--- src/rtl/arbiter_rr_lock_if.sv ---
// Request/lock/grant bundle for the round-robin lock arbiter.
// master drives req/lock and observes the grant; slave is the arbiter side.
interface arbiter_rr_lock_if #(
  parameter int N     = 4,
  parameter int IDX_W = $clog2(N)
);

  logic [N-1:0]     req;
  logic [N-1:0]     lock;
  logic [N-1:0]     grant;
  logic             grant_valid;
  logic [IDX_W-1:0] grant_idx;

  modport master (
    output req,
    output lock,
    input  grant,
    input  grant_valid,
    input  grant_idx
  );

  modport slave (
    input  req,
    input  lock,
    output grant,
    output grant_valid,
    output grant_idx
  );

endinterface

--- src/rtl/arbiter_rr_lock.sv ---
// N-way round-robin arbiter with registered one-hot grant and per-requester burst lock.
// Define ARB_HOLD_TIMEOUT_EN to bound a locked hold to MAX_HOLD cycles when others wait.
module arbiter_rr_lock #(
  parameter int N        = 4,
  parameter int IDX_W    = $clog2(N),
  parameter int MAX_HOLD = 16
) (
  input  logic              clk,
  input  logic              rst_n,
  arbiter_rr_lock_if.slave  bus
);

  localparam logic [0:0] ST_IDLE  = 1'b0;
  localparam logic [0:0] ST_GRANT = 1'b1;

  localparam int unsigned N_U = N;

  if (N < 2) begin : g_bad_n
    $error("arbiter_rr_lock: N must be >= 2");
  end
  if (MAX_HOLD < 2) begin : g_bad_hold
    $error("arbiter_rr_lock: MAX_HOLD must be >= 2");
  end

  // Modular increment without a divider; base and ofs are both below N, so one
  // conditional subtraction is enough and the result never reaches N.
  function automatic logic [IDX_W-1:0] wrap_inc(input logic [IDX_W-1:0] base,
                                                 input int unsigned     ofs);
    int unsigned sum;
    sum = 32'(base) + ofs;
    if (sum >= N_U) sum = sum - N_U;
    return IDX_W'(sum);
  endfunction

  logic [0:0]       state;
  logic [IDX_W-1:0] ptr;
  logic [N-1:0]     grant_q;
  logic             grant_valid_q;
  logic [IDX_W-1:0] grant_idx_q;

  logic             found;
  logic [IDX_W-1:0] win_idx;
  logic             hold;

`ifdef ARB_HOLD_TIMEOUT_EN
  localparam int HC_W = $clog2(MAX_HOLD) + 1;

  logic [HC_W-1:0] hold_cnt;
  logic            at_limit;
  logic            others_req;

  assign at_limit   = (hold_cnt == HC_W'(MAX_HOLD - 1));
  assign others_req = |(bus.req & ~grant_q);
`endif

  // Priority search starting at ptr; the first requester found wins.
  always_comb begin
    // NOTE: every variable gets a default before any conditional write, so no
    // path leaves it unassigned and no latch is inferred.
    found   = 1'b0;
    win_idx = '0;
    for (int i = 0; i < N; i++) begin
      if (!found && bus.req[wrap_inc(ptr, i)]) begin
        found   = 1'b1;
        win_idx = wrap_inc(ptr, i);
      end
    end
  end

  // A grant is held only while its owner keeps both req and lock high.
  always_comb begin
    hold = 1'b0;
    if (state == ST_GRANT && bus.req[grant_idx_q] && bus.lock[grant_idx_q]) begin
      hold = 1'b1;
    end
`ifdef ARB_HOLD_TIMEOUT_EN
    if (hold && at_limit && others_req) begin
      hold = 1'b0;
    end
`endif
  end

  // Release and new arbitration resolve in the same edge, so back-to-back
  // grants have no idle bubble; ptr only moves when a new winner is registered.
  always_ff @(posedge clk or negedge rst_n) begin
    // NOTE: sequential state uses non-blocking assignments so every register
    // samples pre-edge values regardless of statement order.
    if (!rst_n) begin
      state         <= ST_IDLE;
      ptr           <= '0;
      grant_q       <= '0;
      grant_valid_q <= 1'b0;
      grant_idx_q   <= '0;
    end else if (hold) begin
      state <= ST_GRANT;
    end else if (found) begin
      state         <= ST_GRANT;
      grant_q       <= {{(N-1){1'b0}}, 1'b1} << win_idx;
      grant_valid_q <= 1'b1;
      grant_idx_q   <= win_idx;
      ptr           <= wrap_inc(win_idx, 1);
    end else begin
      state         <= ST_IDLE;
      grant_q       <= '0;
      grant_valid_q <= 1'b0;
      grant_idx_q   <= '0;
    end
  end

`ifdef ARB_HOLD_TIMEOUT_EN
  // Counts hold cycles of the current grant; saturates at the limit so a lone
  // locked requester keeps its grant indefinitely.
  always_ff @(posedge clk or negedge rst_n) begin
    if (!rst_n) begin
      hold_cnt <= '0;
    end else if (hold) begin
      if (!at_limit) hold_cnt <= hold_cnt + 1'b1;
    end else begin
      hold_cnt <= '0;
    end
  end
`endif

  assign bus.grant       = grant_q;
  assign bus.grant_valid = grant_valid_q;
  assign bus.grant_idx   = grant_idx_q;

endmodule

--- src/flat_wrapper.sv ---
// flat-port wrapper written by rule: the top's interface ports become plain ports
module arbiter_rr_lock_flat 
#(
  parameter int N        = 4,
  parameter int IDX_W    = $clog2(N),
  parameter int MAX_HOLD = 16
)
  (clk, rst_n, bus_req, bus_lock, bus_grant, bus_grant_valid, bus_grant_idx);
  arbiter_rr_lock_if #(.N(N), .IDX_W(IDX_W)) bus_i ();
  input  logic clk;
  input  logic rst_n;
  input wire logic [$bits(bus_i.req)-1:0] bus_req;
  input wire logic [$bits(bus_i.lock)-1:0] bus_lock;
  output wire logic [$bits(bus_i.grant)-1:0] bus_grant;
  output wire logic [$bits(bus_i.grant_valid)-1:0] bus_grant_valid;
  output wire logic [$bits(bus_i.grant_idx)-1:0] bus_grant_idx;
  assign bus_i.req = bus_req;
  assign bus_i.lock = bus_lock;
  assign bus_grant = bus_i.grant;
  assign bus_grant_valid = bus_i.grant_valid;
  assign bus_grant_idx = bus_i.grant_idx;
  arbiter_rr_lock #(.N(N), .IDX_W(IDX_W), .MAX_HOLD(MAX_HOLD)) u_core (.clk(clk), .rst_n(rst_n), .bus(bus_i));
endmodule
--- config.mk ---
export PLATFORM = sky130hd
export DESIGN_NAME = arbiter_rr_lock_flat
export DESIGN_NICKNAME = d
export VERILOG_FILES = /design/src/rtl/arbiter_rr_lock_if.sv /design/src/rtl/arbiter_rr_lock.sv /design/src/flat_wrapper.sv
export SDC_FILE = /design/constraint.sdc
export NUM_CORES = 1
export LEC_CHECK = 0
export ABC_CLOCK_PERIOD_IN_PS = 1700
export CORE_MARGIN = 2
export CORE_UTILIZATION = 46
export DETAILED_ROUTE_END_ITERATION = 10
export HOLD_SLACK_MARGIN = 0.05
export MAX_ROUTING_LAYER = met4
export PLACE_DENSITY = 0.76
export SKIP_LAST_GASP = 1
export SYNTH_ARGS = -nofsm -noshare
export SYNTH_HDL_FRONTEND = slang
export SYNTH_SLANG_ARGS = --single-unit
--- constraint.sdc ---
create_clock -name clk -period 1.7 [get_ports clk]
set_clock_uncertainty 0.05 [all_clocks]
set_input_delay 0.34 -clock clk [delete_from_list [all_inputs] [get_ports clk]]
set_output_delay 0.34 -clock clk [all_outputs]
set_load 0.03 [all_outputs]
==> summary.txt, run 1 <==
status - complete, no violations
worst-margin pin slew - 0.446 ns
FP Rows - 13
drt drc - 0
Core Area - 0.00132 sq mm
global-route wire length before repair - 2.82 mm
vias in the first global route - 661
Wirelength per Cell - 14.3 um
I/O pin cnt - 17
Post-Synth XOR/XNOR Area - 0%
Syn Area/Cell - 8.47 sq um
Die H - 41.9 um
# Post-CTS Setup Buffers - 0
share of layout cells above drive strength 1 - 25.0%
Via Count - 671
FILL cells - 98
placed cell count - 119
maximum clock path buffer count - 2
Worst EP required - 1.81 ns
Mapped Nets - 88
post-synthesis sequential area ratio - 37.9%
Port Buffers - 16
r2r worst-path depth - 5
Fin. Hold Viols - 0
Compound-Gate Fraction of Synth Area - 28.4%
crit path launch type - input port
All-Layer GR Usage - 20.7%
CTS tree - yes
Netlist cell types - 30
synth warn - 0
Synth Instances - 78
initial antenna violation count - 0
Leakage - 0.505 nW
Final Cell Area - 986 sq um
Hold WC Path Type - input port to asynchronous set/reset pin
GRT overflow - 0
Post-Synth Simple-Gate Area - 24.2%
Yosys reg bits - 10
dominant cells by area after synthesis - dfrtp_1 38%, nand2_1 10%, o21ai_0 6.1%
worst flop-to-flop path endpoint - u_core.ptr[1]
slew margin rel. - 70.2%
clk_lat worst skew - 0.27 ns
main combinational cell family by area after synthesis - compound AO/OA/AOI/OAI gates
commonest non-fill, non-tap cells in the layout - 18 x nand2_1, 15 x buf_4, 10 x dfrtp_1, 8 x o21ai_0, 8 x clkdlybuf4s50_1
critical path endpoint category - register
area leader, netlist - dfrtp_1
root buffer cell - clkbuf_4
most common cell after layout, fill and taps aside - nand2_1
max cap viols - 0
CP arrival - 1.75 ns
Power Dens Cells - 1480 mW/mm^2
Mapped Area - 661 sq um
Slew Limit Fails - 0
ant diodes - 0
area of the multi-input gates - 388 sq um
DR iter-0 viols - 17
dpl hpwl - 1.23 mm
Vias/cell - 5.46
Worst VDD drop - 1.12 mV
FF/Latch Area - 250 sq um
Layout Nets - 119
Area after DPL - 922 sq um
critical path type - input port to register
Area growth syn-to-layout - 49.2%
final setup violation count - 0
clock sink count - 10
WL final - 1.75 mm
adder-cell share of the synthesized area - 0%
First-pass DRT Iterations - 4
Period Utilization, post-route - 96.6%
crit-path max FO - 3
Setup TNS - 0 ns
post-synth top area share - 37.9%
FF-to-FF Start - u_core.bus.grant_idx[1]
Cell Count, Final, Fillers Out - 123
largest net degree at the start of global routing - 11
reg-to-reg slack, setup - 0.10 ns
die area - 0.00176 sq mm
Reg clk slew, reported paths - 0.07 ns
Die W - 41.9 um
GPL Wtd Cong - 0.779
Initial Util - 50.1%
total CTS buffers - 3
fmax - 609 MHz
post-route ant nets - 0
Tmin final - 1.64 ns
RSZ-0062 raised after global routing - yes
mux cell area share after synthesis - 3.79%
H-tree lvl count - 1
[worst max-delay path by stage]
| stage | start | end | slack, ns | cells past startpoint |
|---|---|---|---|---|
| 2_1_floorplan | u_core.bus.grant_idx[1] | u_core.ptr[1] | 0.12 | 5 |
| 3_3_place_gp | bus_req[3] | u_core.ptr[1] | -0.24 | 7 |
| 3_5_place_dp | bus_req[2] | u_core.ptr[1] | -0.24 | 4 |
| 4_1_cts | u_core.bus.grant[0] | bus_grant[0] | 0.00007 | 1 |
| 5_1_grt | bus_req[3] | u_core.ptr[1] | -0.01 | 7 |
| 6_report | bus_req[3] | u_core.ptr[1] | 0.06 | 4 |
[critical path: stages]
cell	delay, ns
clkdlybuf4s50_1	0.46
or4_4	0.55
nand2_2	0.10
mux2_4	0.30
[repair_timing]
| action | in CTS | in global routing |
|---|---|---|
| gates resized for setup | 2 | 8 |
| gates cloned | 0 | 0 |
| hold buffers | 0 | 0 |
| endpoints found under the setup margin | 2 | 9 |
| pin swaps | 0 | 1 |
[cells by family (layout without fill, tap and decap cells)]
group | count (synthesis) | count (layout)
flip-flops | 10 | 10
buffers and inverters | 7 | 37
AO/OA/AOI/OAI | 27 | 27
multiplexers | 2 | 2
AND/OR/NAND/NOR | 32 | 32
[where the power goes]
group | total [mW] | switching [mW] | internal, mW
Sequential | 0.448 | 0.122 | 0.326
Clock | 0.219 | 0.0894 | 0.130
Combinational | 0.795 | 0.414 | 0.381
[cells in the mapped netlist (all sizes together)]
library cell and number:
a311oi 1, dfrtp 10, nor2b 2, nor3b 1, nand4 1, buf 5
nand2b 1, nand2 19, a21o 2, mux2i 1, nand4b 2, mux2 1
a22o 1, o2111ai 1, nor2 2, a21oi 7, o22a 1, inv 2
o21a 2, o31ai 2, or4 1, a222oi 1, o21ai 9, and2 1
nand3 2
[state kept, by name (all words and copies together) (netlist names)]
register	flops
u_core.bus.grant	4
u_core.bus.grant_valid	1
u_core.ptr	2
u_core.bus.grant_idx	2
u_core.state	1
[through the flow]
step                      hold slack [ns]  utilization (%)  setup WS, ns  power [mW]
after floorplan                  -0.00559                -         0.118       0.925
after global placement              0.411             70.0        -0.237        1.22
after detailed placement            0.425             70.0        -0.238        1.23
after CTS                           0.346             72.6     0.0000725        1.44
after global routing                0.379             74.8       -0.0106        1.55
final                               0.330             74.8        0.0570        1.46
[metal layers]
metal  part of all wire (%)  GRT usage [%]  up-vias  routed length, um
met4                      0           1.94        0                  0
li1                       -              -      340                  -
met5                      0              -        -                  0
met1                     47           27.0      314                821
met2                     49           34.4       17                852
met3                    4.5           4.35        0                 79
[area by class of cell]
cell class,count,share of cell area (%)
clock buffers,4,3.68
inverters,2,0.761
multi-input cells,61,39.3
flip-flops and latches,10,25.4
well taps,15,1.90
repair buffers,31,28.9
Note: power is estimated with default switching activity, not from simulation.
==> run 2, diff against run 1 <==
- CAP_MARGIN: not set -> 10
==> results of run 2 <==
Final layout, timing and power as in run 1 (identical DEF).
==> run 3, diff against run 2 <==
- CORE_MARGIN: 2 -> not set
==> run 3 against run 2 <==
  * Global-route usage up 3.1 points
  * Hold slack better by 0.0027 ns
  * Highest routed layer is now met4
  * Core utilization down 0.19 points
  * Sequential cell count unchanged
  * Sequential power down 1%
  * Cell count up 0.81%
  * Via count up 7.3%
  * Die area down 9.3%
  * Non-clock buffer count up 1
  * Critical path depth down 3
  * First-iteration DRC count up 47%
==> summary.txt, run 3 (same netlist as run 1, synthesis figures left out) <==
total CTS buffers - 3 (unchanged)
Period Utilization, post-route - 97.6% (was 96.6%)
ant diodes - 0 (unchanged)
crit path launch type - register (was input port)
largest net degree at the start of global routing - 11 (unchanged)
die area - 0.00159 sq mm (was 0.00176 sq mm)
share of layout cells above drive strength 1 - 24.8% (was 25.0%)
Reg clk slew, reported paths - 0.07 ns (about the same)
Hold WS - 0.333 ns (was 0.330 ns)
worst slack, placed - -0.244 ns (was -0.238 ns)
Die W - 39.9 um (was 41.9 um)
Die H - 39.9 um (was 41.9 um)
H-tree lvl count - 1 (unchanged)
drt drc - 0 (unchanged)
Worst VDD drop - 1.17 mV (was 1.12 mV)
Power Dens Cells - 1480 mW/mm^2 (about the same)
Slew Limit Fails - 0 (unchanged)
maximum clock path buffer count - 2 (unchanged)
First-pass DRT Iterations - 6 (was 4)
Vias/cell - 5.81 (was 5.46)
initial antenna violation count - 0 (unchanged)
fmax - 602 MHz (was 609 MHz)
status - complete, no violations (unchanged)
CP arrival - 1.27 ns (was 1.75 ns)
setup ws final - 0.0401 ns (was 0.0570 ns)
clock sink count - 10 (unchanged)
GPL Wtd Cong - 0.773 (was 0.779)
Comb power frac - 54.9% (was 54.3%)
slew margin rel. - 70.3% (was 70.2%)
CP max stage cell - clkdlybuf4s50_1 (was or4_4)
Wirelength per Cell - 14.0 um (was 14.3 um)
Worst Path Buf+Inv - 1 (unchanged)
I/O pin cnt - 17 (unchanged)
CTS tree - yes (unchanged)
P_int - 0.839 mW (was 0.837 mW)
FF-to-FF Start - u_core.bus.grant_idx[1] (unchanged)
NetSw - 0.621 mW (was 0.626 mW)
WL final - 1.73 mm (was 1.75 mm)
Core Area - 0.00132 sq mm (unchanged)
Port Buffers - 16 (unchanged)
most common cell after layout, fill and taps aside - nand2_1 (unchanged)
Top delay family on crit path - buffers and inverters (was simple AND/OR/NAND/NOR gates)
Area growth syn-to-layout - 48.9% (was 49.2%)
commonest non-fill, non-tap cells in the layout - 18 x nand2_1, 16 x buf_4, 10 x dfrtp_1, 8 x o21ai_0, 8 x clkdlybuf4s50_1 (was 18 x nand2_1, 15 x buf_4, 10 x dfrtp_1, 8 x o21ai_0, 8 x clkdlybuf4s50_1)
reg-to-reg slack, setup - 0.13 ns (was 0.10 ns)
Final Total Pwr - 1.46 mW (about the same)
DR iter-0 viols - 25 (was 17)
vias in the first global route - 580 (was 661)
Layout Nets - 120 (was 119)
clk_lat worst skew - 0.27 ns (about the same)
sequential power share - 30.4% (was 30.7%)
worst-margin pin slew - 0.444 ns (was 0.446 ns)
Via Count - 720 (was 671)
post-route ant nets - 0 (unchanged)
Leakage - 0.505 nW (about the same)
root buffer cell - clkbuf_4 (unchanged)
final setup violation count - 0 (unchanged)
Worst EP required - 1.31 ns (was 1.81 ns)
worst path cell trace - clkdlybuf4s50_1 (was clkdlybuf4s50_1 > or4_4 > nand2_2 > mux2_4)
Initial Util - 50.1% (unchanged)
worst flop-to-flop path endpoint - u_core.ptr[1] (unchanged)
critical path endpoint category - output pin (was register)
CP max stage delay - 0.66 ns (was 0.55 ns)
sw frac - 42.5% (was 42.8%)
FP Rows - 13 (unchanged)
RSZ-0062 raised after global routing - no (was yes)
All-Layer GR Usage - 23.8% (was 20.7%)
Clk pwr share - 14.7% (was 15.0%)
critical path type - register to output pin (was input port to register)
Setup crit start - u_core.bus.grant_valid (was bus_req[3])
Hold Buf Count CTS - 0 (unchanged)
GRT overflow - 0 (unchanged)
crit-path max FO - 2 (was 3)
max reg flops - 4 (unchanged)
r2r worst-path depth - 5 (unchanged)
Hold WC Path Type - input port to asynchronous set/reset pin (unchanged)
Tmin final - 1.66 ns (was 1.64 ns)
max cap viols - 0 (unchanged)
Fin. Hold Viols - 0 (unchanged)
global-route wire length before repair - 2.41 mm (was 2.82 mm)
dpl hpwl - 1.22 mm (was 1.23 mm)
==> run 3: how the worst max path moves through the flow <==
stage | end | cells past startpoint
final | bus_grant_valid | 1
after global routing | bus_grant_valid | 1
after CTS | bus_grant[1] | 1
after detailed placement | u_core.bus.grant[0] | 7
after global placement | u_core.ptr[1] | 7
after floorplan | u_core.ptr[1] | 5
==> run 3: per-stage QoR <==
step	cells	instance area, sq um	utilization (%)	TNS, ns
2_1_floorplan	78	661	-	0
3_3_place_gp	119	922	70.0	-1.47
3_5_place_dp	119	922	70.0	-1.54
4_1_cts	123	955	72.5	0
5_1_grt	124	983	74.6	0
6_report	124	983	74.6	0
==> run 3: power by group through the flow <==
stage / registers [mW] / logic, mW / clock network [mW]
global placement: 0.435 / 0.784 / 0
floorplan: 0.538 / 0.388 / 0
global route: 0.454 / 0.859 / 0.233
CTS: 0.431 / 0.788 / 0.220
detailed placement: 0.434 / 0.798 / 0
finish: 0.443 / 0.801 / 0.215
==> run 3: layout make-up <==
class                      count  area [sq um]
clock buffer                   4          36.3
fill                         101           334
inverter                       2          7.51
multi-input combinational     61           382
sequential                    10           250
tap                           15          18.8
timing repair buffer          32           289
==> run 3: per-layer routing <==
layer	track usage [%]	wire length, um	vias to the layer above
met3	3.98	116	6
met1	29.8	752	331
met5	-	0	-
met2	37.9	835	38
li1	-	-	345
met4	9.48	29	0
==> run 3: what timing repair did <==
action / 4_1_cts / 5_1_grt
gates resized for setup: 3 / 6
endpoints found under the setup margin: 3 / 6
buffers inserted: 0 / 1
pin swaps: 0 / 1
